**config.mk**
```make
export PLATFORM = sky130hd
export DESIGN_NAME = vga_fb_arbiter
export DESIGN_NICKNAME = d
export VERILOG_FILES = /design/src/rtl/vga_fb_arbiter.sv
export SDC_FILE = /design/constraint.sdc
export NUM_CORES = 1
export LEC_CHECK = 0
export ABC_AREA = 1
export BUFFER_PORTS_ARGS = -buffer_cell sky130_fd_sc_hd__buf_2
export CAP_MARGIN = 30
export CELL_PAD_IN_SITES_DETAIL_PLACEMENT = 1
export CELL_PAD_IN_SITES_GLOBAL_PLACEMENT = 1
export CORE_MARGIN = 4
export CORE_UTILIZATION = 37
export CTS_CLUSTER_DIAMETER = 50
export DETAILED_ROUTE_END_ITERATION = 8
export PLACE_DENSITY = 0.88
export SLEW_MARGIN = 20
export SYNTH_ARGS = -nofsm -noshare
export SYNTH_HDL_FRONTEND = slang
export SYNTH_SLANG_ARGS = --single-unit
```
**constraint.sdc**
```tcl
create_clock -name i_Clk -period 3.19 [get_ports i_Clk]
set_clock_uncertainty 0.15 [all_clocks]
set_input_delay 0.4785 -clock i_Clk [delete_from_list [all_inputs] [get_ports i_Clk]]
set_output_delay 0.4785 -clock i_Clk [all_outputs]
set_load 0.02 [all_outputs]
```
**src/rtl/vga_fb_arbiter.sv**
```systemverilog
`default_nettype none
// +--------------------------------------------------------------------------+
// | vga_fb_arbiter: shares one single-port frame-buffer RAM between the VGA   |
// | scan-out reader (fixed-latency, always first) and a valid/ready writer.   |
// | Rev 1.0                                                                   |
// +--------------------------------------------------------------------------+
module vga_fb_arbiter #(
   parameter int unsigned ADDR_W        = 12,
   parameter int unsigned PIX_W         = 9,
   parameter int unsigned WR_BLANK_ONLY = 0,
   parameter int unsigned STARVE_MAX    = 1023,
   parameter int unsigned CNT_W         = 10
) (
   input  logic              i_Clk,
   input  logic              i_Rst,
   input  logic              i_Blank,
   input  logic              i_Frame_Start,
   input  logic              i_Rd_Req,
   input  logic [ADDR_W-1:0] i_Rd_Addr,
   output logic [PIX_W-1:0]  o_Rd_Data,
   output logic              o_Rd_Valid,
   input  logic              i_Wr_Valid,
   input  logic [ADDR_W-1:0] i_Wr_Addr,
   input  logic [PIX_W-1:0]  i_Wr_Data,
   output logic              o_Wr_Ready,
   output logic [ADDR_W-1:0] o_Mem_Addr,
   output logic              o_Mem_We,
   output logic [PIX_W-1:0]  o_Mem_Wdata,
   input  logic [PIX_W-1:0]  i_Mem_Rdata,
   output logic              o_Wr_Starve,
   output logic [15:0]       o_Wr_Count
);

   localparam logic [CNT_W-1:0] C_STARVE_MAX = CNT_W'(STARVE_MAX);
   localparam logic [15:0]      C_COUNT_SAT  = 16'hFFFF;

   typedef enum logic [1:0] {
      PORT_IDLE = 2'd0,
      PORT_RD   = 2'd1,
      PORT_WR   = 2'd2
   } port_t;

   if ((64'd1 << CNT_W) <= 64'(STARVE_MAX)) begin : g_cnt_w_check
      $error("CNT_W too narrow to hold STARVE_MAX");
   end

   port_t            w_port;
   logic             w_permit;
   logic             w_xfer;
   logic [CNT_W-1:0] w_cnt_nxt;
   logic [CNT_W-1:0] r_starve_cnt;
   logic             r_rd_s1;
   logic             r_rd_s2;

   always_comb begin
      w_permit   = (WR_BLANK_ONLY == 0) || i_Blank;
      o_Wr_Ready = !i_Rst && !i_Rd_Req && w_permit;
      w_xfer     = i_Wr_Valid && o_Wr_Ready;
      w_port     = PORT_IDLE;
      if (i_Rd_Req) begin
         w_port = PORT_RD;
      end else if (w_xfer) begin
         w_port = PORT_WR;
      end
   end

   // A held-but-blocked writer is the only case that advances the counter.
   always_comb begin
      w_cnt_nxt = r_starve_cnt;
      if (i_Frame_Start || !i_Wr_Valid || w_xfer) begin
         w_cnt_nxt = '0;
      end else if (r_starve_cnt != C_STARVE_MAX) begin
         w_cnt_nxt = r_starve_cnt + 1'b1;
      end
   end

   always_ff @(posedge i_Clk) begin
      if (i_Rst) begin
         o_Mem_Addr  <= '0;
         o_Mem_We    <= 1'b0;
         o_Mem_Wdata <= '0;
      end else begin
         o_Mem_We <= 1'b0;
         case (w_port)
            PORT_RD: o_Mem_Addr <= i_Rd_Addr;
            PORT_WR: begin
               o_Mem_Addr  <= i_Wr_Addr;
               o_Mem_Wdata <= i_Wr_Data;
               o_Mem_We    <= 1'b1;
            end
            default: ;
         endcase
      end
   end

   // Address register, RAM register, then capture: result lands two edges
   // after the address is presented.
   always_ff @(posedge i_Clk) begin
      if (i_Rst) begin
         r_rd_s1    <= 1'b0;
         r_rd_s2    <= 1'b0;
         o_Rd_Valid <= 1'b0;
         o_Rd_Data  <= '0;
      end else begin
         r_rd_s1    <= i_Rd_Req;
         r_rd_s2    <= r_rd_s1;
         o_Rd_Valid <= r_rd_s2;
         if (r_rd_s2) begin
            o_Rd_Data <= i_Mem_Rdata;
         end
      end
   end

   always_ff @(posedge i_Clk) begin
      if (i_Rst) begin
         r_starve_cnt <= '0;
         o_Wr_Starve  <= 1'b0;
      end else begin
         r_starve_cnt <= w_cnt_nxt;
         if (i_Frame_Start) begin
            o_Wr_Starve <= 1'b0;
         end else if (w_cnt_nxt == C_STARVE_MAX) begin
            o_Wr_Starve <= 1'b1;
         end
      end
   end

   always_ff @(posedge i_Clk) begin
      if (i_Rst) begin
         o_Wr_Count <= '0;
      end else if (i_Frame_Start) begin
         o_Wr_Count <= w_xfer ? 16'd1 : 16'd0;
      end else if (w_xfer && (o_Wr_Count != C_COUNT_SAT)) begin
         o_Wr_Count <= o_Wr_Count + 16'd1;
      end
   end

endmodule
`default_nettype wire

```
* Yosys cells after proc, flatten, opt, wreduce, memory -nomap -nowiden
Cells that the tools add are included.
** Operators by class
- Add/sub/neg operators :: 2
- Reduce and logical (&&, ||, !) cells :: 11
- Muxes and demuxes :: 9
- Equal/unequal tests :: 5
** Operators with widths (count)
- 2-to-1 mux 16 bit :: 2
- one-hot mux 12 bit (2 select lines) :: 1
- 2-to-1 mux 10 bit :: 2
- adder 16 x 1 -> 16 bit (second input constant) :: 1
- inequality test 16 bit (second input constant) :: 1
- adder 10 x 1 -> 10 bit (second input constant) :: 1
- == test 10 bit (second input constant) :: 1
- inequality test 10 bit (second input constant) :: 1
- 2-to-1 mux 2 bit :: 2
- nonzero test 2 bit :: 2
- logical AND 1 bit :: 3
- logical NOT 1 bit :: 3
- == test 2 x 1 -> 1 bit (second input constant) :: 1
- == test 2 bit (second input constant) :: 1
- logical OR 1 bit :: 2
- 2-to-1 mux 1 bit :: 2
- OR reduction 2 bit :: 1
** Storage, ports and cells
- Bits in registers :: 61
- Output and inout bits :: 50
- Bits of input ports :: 48
- Word-level logic and storage cells :: 37

* Depth between registers and ports, before layout
- Word-level depth :: 7
- Gate-level depth with buffers :: 11
- Mapped depth without buffers :: 11

* Worst setup path after synthesis
Ideal clock, no wire load.
- Path type :: reg2reg
- From :: reg o_Wr_Count[0]
- To :: reg o_Wr_Count[11]
- Cell stages (with the launch flop) :: 9
- Required time :: 2.924 ns
- Setup slack :: 1.390 ns
- Setup time :: 0.116 ns
- Buffers on the path :: 0
- Clock period less this slack :: 1.800 ns
- Arrival time :: 1.535 ns
- Cells stage by stage :: dfxtp_1 > ha_1 > nand3_1 > inv_1 > nand2_2 > o21ai_2 > nor2_1 > or2_0 > and3_1
** Between the ends
- Cells in the longest elaborated chain, start to end :: 3
- Elaborated cells between the ends (all ways) :: 6
- Classes of those cells :: add/sub (1); eq/ne (1); mux (2); reduce/logical (2)
** Ends and longest elaborated chain
- start, declared :: line 31 : output logic [15:0] o_Wr_Count
- start signal, assigned :: line 132 : o_Wr_Count <= w_xfer ? 16'd1 : 16'd0;
- start signal, assigned :: line 134 : o_Wr_Count <= o_Wr_Count + 16'd1;
- adder 16 x 1 -> 16 bit / inequality test 16 bit (equally long branches) :: line 134, 133
- 2-to-1 mux 16 bit / logical AND 1 bit (equally long branches) :: line 133 : end else if (w_xfer && (o_Wr_Count != C_COUNT_SAT)) begin
- 2-to-1 mux 16 bit / nonzero test 2 bit (equally long branches)
Parallel ways exist; a longest one is shown, timed or not. The select of a mux whose other input is x is not followed.
A chain may end at the register's enable or synchronous reset.

* Worst setup path after layout
- From :: reg o_Wr_Count[0]
- To :: reg o_Wr_Count[14]
Same word-level chain as after synthesis.

==> results.md <==
- Antenna Nets Post-Route: 0
- Syn Nets: 437
- Clock sink count: 61
- Logic gate share of total power: 8.9%
- Initial Util: 38.0%
- Final Max Tran Viols: 0
- TritonCTS clock tree: yes
- Int Power: 1.32 mW
- Setup CP Type: flip-flop to flip-flop
- Final Routed Wirelength: 8.16 mm
- Full die area: 8840 um2
- Final core occ: 48.6%
- Total track usage: 19.2%
- Worst-skew pair later-pin latency: 0.33 ns
- Critical path arrival: 2.33 ns
- WL per Instance: 14.0 um
- Relative slew slack: 36.3%
- Antenna Cells: 0
- Hold-fix buffers, CTS: 0
- FILL cells: 993
- Max FO, Critical Path: 12
- Distinct cells, synth: 35
- FP Rows: 31
- #FFs+latches synth: 61
- Hold Fails Final Rpt: 0
- First-pass GRT wire length: 13.4 mm
- P&R area growth vs syn: 28.1%
- HPWL after DPL: 6.07 mm
- LEAKAGE: 1.58 nW
- Vias: 2857
- Drt drc: 0
- Max_cap viols: 0
- Sw Pwr: 0.424 mW
- Tcrit/Tclk final: 70.7%
- Hold Crit Class: input pin to flip-flop
- Final setup vio count: 0
- Kind of end point of the critical path: flip-flop
- Worst path cell trace: ha_1 -> nand3_1 -> inv_1 -> nand2_2 -> o21ai_2 -> nand2_1 -> a21oi_1 -> nor2_1
- PD cells: 498 nW/um2
- Die Y: 94.0 um
- Worst vdd ir: 0.251 mV
- Area after DPL: 3280 um2
- Area of the multi-input gates: 1330 um2
- DRT Pass-1 Iters: 4
- Final Hold Slack: 0.187 ns
- CTS buffer count: 9
- Antenna violations before repair: 0
- Clock power share: 45.2%
- Seq/Total Area, Yosys: 44.6%
- Worst path slowest cell: o21ai_2
- CP max stage delay: 0.47 ns
- Least-Margin Pin Slew: 0.952 ns
- Setup Buffers After CTS: 0
- Number of synthesized flops with an enable pin: 0
- Sequential cell area: 1220 um2
- CP required: 3.27 ns
- Ys flop type: dfxtp_1
- CTS max path bufs: 2
- Core ar.: 7210 um2
- RSZ-0062 raised after global routing: no
- Achievable Freq: 443 MHz
- Share of power burned in registers: 45.9%
- Via density: 4.88
- Number of global-route vias before repair: 2889
- Design Area, Final: 3510 um2
- DRT iter0 DRCs: 100
- Htree depth: 3
- Total gr overflow: 0
- Asr flop ratio synth: 0%
- Min Tclk post-route: 2.26 ns
- Switching Share: 24.3%
- Post-CTS resize count: 0
- Final Net Count: 532
- Crit path launch type: flip-flop
- I/O Buffers: 96
- Clock transition at the registers of the reported paths: 0.07 ns
- Layout cells sized above 1: 26.7%
- Yosys warns: 0
- CTS root buf: clkbuf_8
- Setup Total Neg Slack: 0 ns
- Cell Area, Synth: 2740 um2
- Syn Inst Count: 387
- Width of the die: 94.0 um
- Mapped Avg Cell Area: 7.08 um2
- Ports: 98
- RePlAce Congestion: 0.841
- Status: finished, final reports clean
- Largest net degree at the start of global routing: 30
## worst max-delay path: cells and delay by family, from the launching register on
family,cells,cell delay (ns)
buffers and inverters,1,0.08
adder cells (fa/ha/maj),1,0.30
flip-flops,1,0.43
AND/OR/NAND/NOR,4,0.51
AO/OA/AOI/OAI,2,0.69
## path summary, 6_finish.rpt
path                                       end  slack, ns  cells after the start     startpoint
worst min-delay path            o_Mem_Wdata[6]       0.19                      3   i_Wr_Data[6]
worst max-delay path            o_Wr_Count[14]       0.93                      8  o_Wr_Count[0]
worst max register to register  o_Wr_Count[14]       0.93                      8  o_Wr_Count[0]
worst min register to register         r_rd_s2       0.28                      2        r_rd_s1
## layout make-up
| type | instances | share of cell area, % |
|---|---|---|
| timing repair buffer | 97 | 13.9 |
| tap | 99 | 3.53 |
| inverter | 32 | 3.42 |
| clock inverter | 3 | 1.96 |
| multi-input combinational | 281 | 37.9 |
| sequential | 61 | 34.8 |
| clock buffer | 12 | 4.42 |
## cells in the mapped netlist, drive strengths merged (2+ instances only)
library cell  number  area share (%)
nor2              68              11
dfxtp             61              45
nand4              3            0.91
o21ai             20             3.8
a21oi             12             2.2
inv               31             4.2
nand2            113              16
nor3               7             1.8
ha                 2            0.91
a31oi             12             2.7
nand3             37             7.4
buf                6             1.5
clkbuf             7            0.96
## power groups by stage
stage               combinational, mW  clock [mW]  sequential (mW)
floorplan                      0.0608           0            0.844
global placement                0.153           0            0.817
detailed placement              0.157           0            0.818
CTS                             0.158       0.808            0.801
global route                    0.172       0.847            0.804
finish                          0.155       0.789            0.801
## flip-flops by register name, summed over array words and instances (netlist names)
register,count
o_Rd_Data,9
o_Mem_Addr,12
o_Rd_Valid,1
o_Wr_Starve,1
r_starve_cnt,10
o_Mem_Wdata,9
r_rd_s1,1
o_Wr_Count,16
o_Mem_We,1
r_rd_s2,1
## logic make-up after synthesis
group / after synthesis / synth area share (%)
flip-flops: 61 / 44.6
XOR/XNOR: 2 / 0.640
buffers and inverters: 45 / 6.81
adder cells (fa/ha/maj): 2 / 0.914
AO/OA/AOI/OAI: 45 / 9.00
AND/OR/NAND/NOR: 232 / 38.1
## metal layers
layer | vias up | global-route usage (%) | part of all wire (%)
met2 | 107 | 31.9 | 48
met1 | 1302 | 22.7 | 43
li1 | 1434 | - | -
met5 | - | 0 | 0
met3 | 14 | 6.01 | 8.0
met4 | 0 | 8.18 | 1.6
## stage by stage
step	cells	setup slack, ns	power (mW)
4_1_cts	585	0.949	1.77
5_1_grt	585	0.722	1.82
3_3_place_gp	570	0.708	0.970
3_5_place_dp	570	0.637	0.975
2_1_floorplan	387	1.39	0.905
6_report	585	0.933	1.75
## placed cells by master, fill, tap and decap left out, types with 2 or more instances in the layout
cell       netlist  routed
nor2_4           4       4
nand3_1         35      35
ha_1             2       2
nand2_1        110     110
dfxtp_1         61      61
nand2_2          3       3
buf_2            2      96
a31oi_1         12      12
inv_1           29      29
o21ai_1          3       3
nor2_1          61      61
a21oi_1         12      12
nand4_1          2       2
clkbuf_8         0      11
nor2_2           2       2
bufinv_16        0       2
inv_2            2       2
nor3_1           4       4
o21ai_0         16      16
nor3_2           3       3
Note: power is estimated with default switching activity, not from simulation.
